[src/rtl/cpu_ir_pkg.sv]
// Shared instruction-register constants: default field widths and the
// opcode value that marks a two-word (immediate-extended) instruction.
package cpu_ir_pkg;

    localparam int IW_DEFAULT  = 8;
    localparam int OPW_DEFAULT = 4;
    localparam int RSW_DEFAULT = 2;

    // All-ones opcode at the default opcode width.
    localparam logic [OPW_DEFAULT-1:0] EXT_OPCODE = '1;

endpackage

[src/rtl/ir_fifo.sv]
// Synchronous prefetch FIFO, DEPTH x IW, with an asynchronous active-low
// reset. Exposes the two oldest entries so the decoder can see an
// instruction word and its immediate at the same time. It can pop one or
// two entries per cycle. Flush empties the queue and overrides push/pop.
module ir_fifo #(
    parameter int IW    = 8,
    parameter int DEPTH = 4,
    localparam int PW   = $clog2(DEPTH),
    localparam int CW   = PW + 1
) (
    input  logic          clk,
    input  logic          reset,
    input  logic          flush,
    input  logic          push,
    input  logic [IW-1:0] push_data,
    input  logic          pop,
    input  logic          pop_two,
    output logic [IW-1:0] head0,
    output logic [IW-1:0] head1,
    output logic [CW-1:0] count
);

    logic [IW-1:0] mem [DEPTH];
    logic [PW-1:0] wr_ptr_reg;
    logic [PW-1:0] rd_ptr_reg;
    logic [CW-1:0] count_reg;
    logic [CW-1:0] count_next;
    logic [PW-1:0] rd_step;
    logic [PW-1:0] rd_ptr_plus1;

    // Pop advances the read side by one or two entries.
    // The pointer width wraps naturally because DEPTH is a power of two.
    always_comb begin
        rd_step      = pop_two ? PW'(2) : PW'(1);
        rd_ptr_plus1 = rd_ptr_reg + PW'(1);
        count_next   = count_reg;
        if (push) begin
            count_next = count_next + CW'(1);
        end
        if (pop) begin
            count_next = count_next - (pop_two ? CW'(2) : CW'(1));
        end
    end

    // Storage write; the array holds no reset, and only the pointers give it meaning.
    always_ff @(posedge clk) begin
        if (push && !flush) begin
            mem[wr_ptr_reg] <= push_data;
        end
    end

    // Pointer and occupancy registers; flush and reset both empty the queue.
    always_ff @(posedge clk or negedge reset) begin
        if (!reset) begin
            wr_ptr_reg <= '0;
            rd_ptr_reg <= '0;
            count_reg  <= '0;
        end else if (flush) begin
            wr_ptr_reg <= '0;
            rd_ptr_reg <= '0;
            count_reg  <= '0;
        end else begin
            if (push) begin
                wr_ptr_reg <= wr_ptr_reg + PW'(1);
            end
            if (pop) begin
                rd_ptr_reg <= rd_ptr_reg + rd_step;
            end
            count_reg <= count_next;
        end
    end

    assign head0 = mem[rd_ptr_reg];
    assign head1 = mem[rd_ptr_plus1];
    assign count = count_reg;

endmodule

[src/rtl/instr_prefetch_reg.sv]
// Instruction prefetch register: queues fetched words and presents the
// oldest one split into opcode / register-select / data fields.
// Optional macro IR_EXT_IMM_EN: an all-ones opcode makes the head a
// two-word instruction whose following entry is presented on imm.
// Without the macro, imm is 0 and every word is a single instruction.
module instr_prefetch_reg
    import cpu_ir_pkg::*;
#(
    parameter int IW    = IW_DEFAULT,
    parameter int OPW   = OPW_DEFAULT,
    parameter int RSW   = RSW_DEFAULT,
    parameter int DEPTH = 4,
    localparam int DW   = IW - OPW - RSW,
    localparam int CW   = $clog2(DEPTH) + 1
) (
    input  logic           clk,
    input  logic           reset,
    input  logic           in_valid,
    output logic           in_ready,
    input  logic [IW-1:0]  instruction_in,
    input  logic           flush,
    input  logic           dec_ready,
    output logic           dec_valid,
    output logic [OPW-1:0] op_code,
    output logic [RSW-1:0] reg_sel,
    output logic [DW-1:0]  data,
    output logic [IW-1:0]  imm,
    output logic [CW-1:0]  count
);

    logic [IW-1:0] head_word;
    logic [IW-1:0] next_word;
    logic [CW-1:0] fifo_count;
    logic          push;
    logic          pop;
    logic          head_ext;

`ifdef IR_EXT_IMM_EN
    // Match the package constant when widths agree, otherwise all ones at OPW.
    localparam logic [OPW-1:0] EXT_OP =
        (OPW == OPW_DEFAULT) ? OPW'(EXT_OPCODE) : {OPW{1'b1}};
    assign head_ext = (head_word[IW-1 -: OPW] == EXT_OP);
`else
    logic unused_next_word;
    assign unused_next_word = ^next_word;
    assign head_ext = 1'b0;
`endif

    // Handshakes and decode; fields are forced to zero whenever nothing is presented.
    always_comb begin
        in_ready  = reset && (fifo_count < CW'(DEPTH)) && !flush;
        push      = in_valid && in_ready;
        dec_valid = head_ext ? (fifo_count >= CW'(2)) : (fifo_count >= CW'(1));
        pop       = dec_valid && dec_ready && !flush;
        op_code   = '0;
        reg_sel   = '0;
        data      = '0;
        imm       = '0;
        if (dec_valid) begin
            op_code = head_word[IW-1 -: OPW];
            reg_sel = head_word[IW-OPW-1 -: RSW];
            data    = head_word[DW-1:0];
            if (head_ext) begin
                imm = next_word;
            end
        end
    end

    ir_fifo #(
        .IW    (IW),
        .DEPTH (DEPTH)
    ) u_fifo (
        .clk       (clk),
        .reset     (reset),
        .flush     (flush),
        .push      (push),
        .push_data (instruction_in),
        .pop       (pop),
        .pop_two   (head_ext),
        .head0     (head_word),
        .head1     (next_word),
        .count     (fifo_count)
    );

    assign count = fifo_count;

endmodule
[config.mk]
export PLATFORM = sky130hd
export DESIGN_NAME = instr_prefetch_reg
export DESIGN_NICKNAME = d
export VERILOG_FILES = /design/src/rtl/cpu_ir_pkg.sv /design/src/rtl/ir_fifo.sv /design/src/rtl/instr_prefetch_reg.sv
export SDC_FILE = /design/constraint.sdc
export NUM_CORES = 1
export LEC_CHECK = 0
export BUFFER_PORTS_ARGS = -buffer_cell sky130_fd_sc_hd__buf_2
export CAP_MARGIN = 20
export CELL_PAD_IN_SITES_DETAIL_PLACEMENT = 2
export CELL_PAD_IN_SITES_GLOBAL_PLACEMENT = 2
export CORE_ASPECT_RATIO = 0.6
export CORE_UTILIZATION = 39
export DETAILED_ROUTE_END_ITERATION = 12
export MAX_ROUTING_LAYER = met4
export PLACE_DENSITY = 0.77
export SLEW_MARGIN = 20
export SYNTH_ARGS = -nofsm -noshare
export SYNTH_HDL_FRONTEND = slang
export SYNTH_SLANG_ARGS = --single-unit
[constraint.sdc]
create_clock -name clk -period 2.2 [get_ports clk]
set_input_delay 0.11 -clock clk [delete_from_list [all_inputs] [get_ports clk]]
set_output_delay 0.11 -clock clk [all_outputs]
set_load 0.01 [all_outputs]
==> PnR_summary.wiki <==
{| class="wikitable"
! Metric !! Value
|-
| Run status || finished, final reports clean
|-
| Maximum vdd drop || 314.0 uV
|-
| CTS tree || yes
|-
| Dominant combinational cell family by area after synthesis || multiplexers
|-
| Clock root buffer || clkbuf_8
|-
| Total count of max-transition violations in the final report || 0
|-
| Post-synthesis share of cell area spent on xor and xnor gates || 1.846%
|-
| Starting Density || 42.55%
|-
| Endpoints failing setup || 0
|-
| Antenna cell count || 0
|-
| Width of the chip || 90.45 microns
|-
| Most common library cell in the layout ignoring fill and taps || edfxtp_1
|-
| Unrepaired setup endpoints after global routing || no
|-
| Flip-flop count of the largest register, all copies and words added || 32
|-
| Clock buffers created by TritonCTS || 5
|-
| Number of global-route vias before repair || 1078
|-
| Total leakage power || 0.7894 nW
|-
| Number of remaining DRC errors || 0
|-
| Data arrival time at the worst-slack endpoint || 2010 ps
|-
| Placeable core area || 4302 sq um
|-
| Clock Latency Late Sink || 290 ps
|-
| Fraction of layout cells with a size suffix above 1 || 43.97%
|-
| Transition time at the pin with the least slew margin || 593.2 ps
|-
| Endpoint required time on the critical path || 2090 ps
|-
| Via density || 5.015
|-
| Number of synthesized register bits || 39
|-
| Total number of clock tree sinks || 39
|-
| Level count of the clock H-tree || 2
|-
| CP startpoint kind || register
|-
| Simple-gate portion of the synthesized area || 9.979%
|-
| Number of hold violations in the final report || 0
|-
| Post-synthesis area per instance || 16.79 sq um
|-
| Worst slew margin relative to its limit || 60.02%
|-
| Slack of the worst reg-to-reg path || 170 ps
|-
| Kind of end point of the critical path || output port
|-
| Post-layout minimum cycle time || 2116 ps
|-
| Number of instances in the synthesized netlist || 109
|-
| Number of buffers on the longest clock path || 2
|-
| I/O pin total || 34
|-
| Layout overhead on the synthesized area || 13.60%
|-
| Kind of critical path || reg2out
|-
| Post-CTS Repair Setup Buffers || 0
|-
| Post-Route Skew || 3.013 ps
|-
| Core Util, Final || 48.34%
|-
| Pin count of the biggest net entering global routing || 12
|-
| Clock slew seen by the registers of the worst setup and hold paths || 70 ps
|-
| Netlist area before placement || 1831 sq um
|-
| Number of warnings issued by yosys || 0
|-
| Highest clock rate || 472.7 MHz
|-
| Highest net fanout along the worst path || 11
|-
| Reg2reg end || u_fifo.count[1]
|-
| Critical path origin || u_fifo.count[0]
|-
| Drt total wl || 3.693 mm
|-
| Die extent in y || 55.07 microns
|-
| Wire length of the first global-routing pass || 5.989 mm
|-
| Number of antenna violations at the first check in global routing || 0
|-
| Quantity of I/O buffers inserted on ports || 25
|-
| Worst setup endpoint || op_code[3]
|-
| Worst-case reg-to-reg path depth || 5
|-
| Residual antenna-violating net count after detailed routing || 0
|-
| Class of the worst hold path || in2reg
|-
| Die outline area || 4980 sq um
|-
| Highest-count cells in the layout ignoring fill and taps || edfxtp_1 (32), buf_2 (25), mux4_2 (8), and2_2 (8), conb_1 (8)
|-
| Power per Cell Area || 1066 nW/um^2
|-
| Number of DRC markers after the initial detailed-route iteration || 30
|-
| Startpoint of the worst-slack reg-to-reg timing path || u_fifo.count[2]
|-
| HPWL after detailed placement || 2.698 mm
|-
| Setup TNS Final || 0 ps
|-
| Total iterations of the first detailed-routing run || 4
|-
| Synthesized-area fraction occupied by adder cells || 4.785%
|-
| Placement Rows || 18
|-
| Multiplexer fraction of the synthesized cell area || 11.00%
|-
| Routed wire length per instance || 18.37 microns
|-
| Fraction of the yosys area taken by sequential cells || 62.06%
|-
| Vias after detailed routing || 1008
|-
| Global routing usage summed across all routing layers || 18.09%
|-
| Total grt overflow || 0
|-
| Synthesized-area fraction occupied by ao, oa, aoi and oai cells || 3.759%
|-
| Max capacitance violation total || 0
|-
| Number of distinct standard cells referenced by the synthesized netlist || 33
|-
| Count of nets after finishing || 160
|-
| Portion of the clock cycle consumed by the worst path in the final layout || 96.17%
|-
| Global placement routability congestion || 0.6934
|}
## timing repair
item	4_1_cts	5_1_grt
resized for setup	0	2
setup endpoints to repair	0	8
endpoints found under the hold margin	7	0
hold buffers	1	0
## worst max-delay path: stages (launching register included)
cell and delay [ps]:
dfrtp_2 470, ha_1 250, or4_4 650, and2_2 210
buf_2 130
## final cells by class
type | count | area, sq um
fill | 412 | 2222
sequential | 39 | 1139
multi-input combinational | 60 | 604.3
timing repair buffer | 30 | 165.2
clock buffer | 7 | 76.32
tap | 60 | 75.07
inverter | 4 | 15.01
clock inverter | 1 | 5.005
## Yosys cell counts (all sizes together)
master / number / area [sq um]
a31oi: 1 / 21.27
or4: 1 / 11.26
a21oi: 1 / 5.000
xnor2: 3 / 33.79
buf: 12 / 97.59
nand2b: 1 / 6.260
or2: 1 / 6.260
conb: 1 / 3.750
nor3b: 2 / 20.02
dfrtp: 7 / 175.2
nand4: 1 / 6.260
nor4bb: 1 / 16.27
nor2: 2 / 7.510
mux2: 1 / 11.26
nand3b: 1 / 7.510
a31o: 1 / 8.760
o31ai: 1 / 7.510
clkbuf: 1 / 3.750
mux4: 8 / 180.2
and2: 12 / 85.08
o41ai: 1 / 16.27
ha: 7 / 87.58
nand2: 1 / 3.750
mux2i: 1 / 10.01
inv: 4 / 15.01
edfxtp: 32 / 960.9
or3: 2 / 12.51
o21ai: 2 / 10.00
## power by group
group,switching (mW),internal (mW)
Sequential,0.0584,0.855
Clock,0.247,0.222
Combinational,0.422,0.412
Total,0.728,1.49
## worst min-delay path by stage
stage          slack, ps  depth (start not counted)               from                   end
2_1_floorplan       -190                          0              reset       u_fifo.count[0]
4_1_cts               20                          1  instruction_in[6]      u_fifo.mem[0][6]
3_3_place_gp          40                          2              reset       u_fifo.count[2]
5_1_grt               30                          1  instruction_in[7]      u_fifo.mem[3][7]
3_5_place_dp          50                          2              reset  u_fifo.wr_ptr_reg[0]
6_report              30                          1  instruction_in[6]      u_fifo.mem[2][6]
## cell families after synthesis
kind of cell / count (synthesis)
AOI/OAI and AO/OA: 7
xor gates and xnor gates: 3
adders and majority gates: 7
buffers and inverters: 17
DFF: 39
muxes: 10
other: 1
and+or+nand+nor: 25
## metal layers
metal | wire length (microns) | share of wire [%] | vias to the layer above | GRT usage [%]
li1 | - | - | 449 | -
met1 | 1795 | 49 | 525 | 23.63
met2 | 1697 | 46 | 27 | 28.50
met3 | 124 | 3.4 | 7 | 3.825
met4 | 76 | 2.1 | 0 | 7.258
met5 | 0 | 0 | - | -
## through the flow
stage / setup WS (ps) / cell area [sq um] / hold slack [ps] / instances / total power, mW
after floorplan: 192.2 / 1857 / -185.6 / 116 / 1.531
after global placement: 341.4 / 1986 / 41.94 / 192 / 1.731
after detailed placement: 182.2 / 1986 / 48.25 / 192 / 1.774
after CTS: 26.84 / 2077 / 22.11 / 201 / 2.247
after global routing: 13.87 / 2079 / 33.13 / 201 / 2.358
final: 84.33 / 2079 / 33.34 / 201 / 2.217
Note: power is estimated with default switching activity, not from simulation.
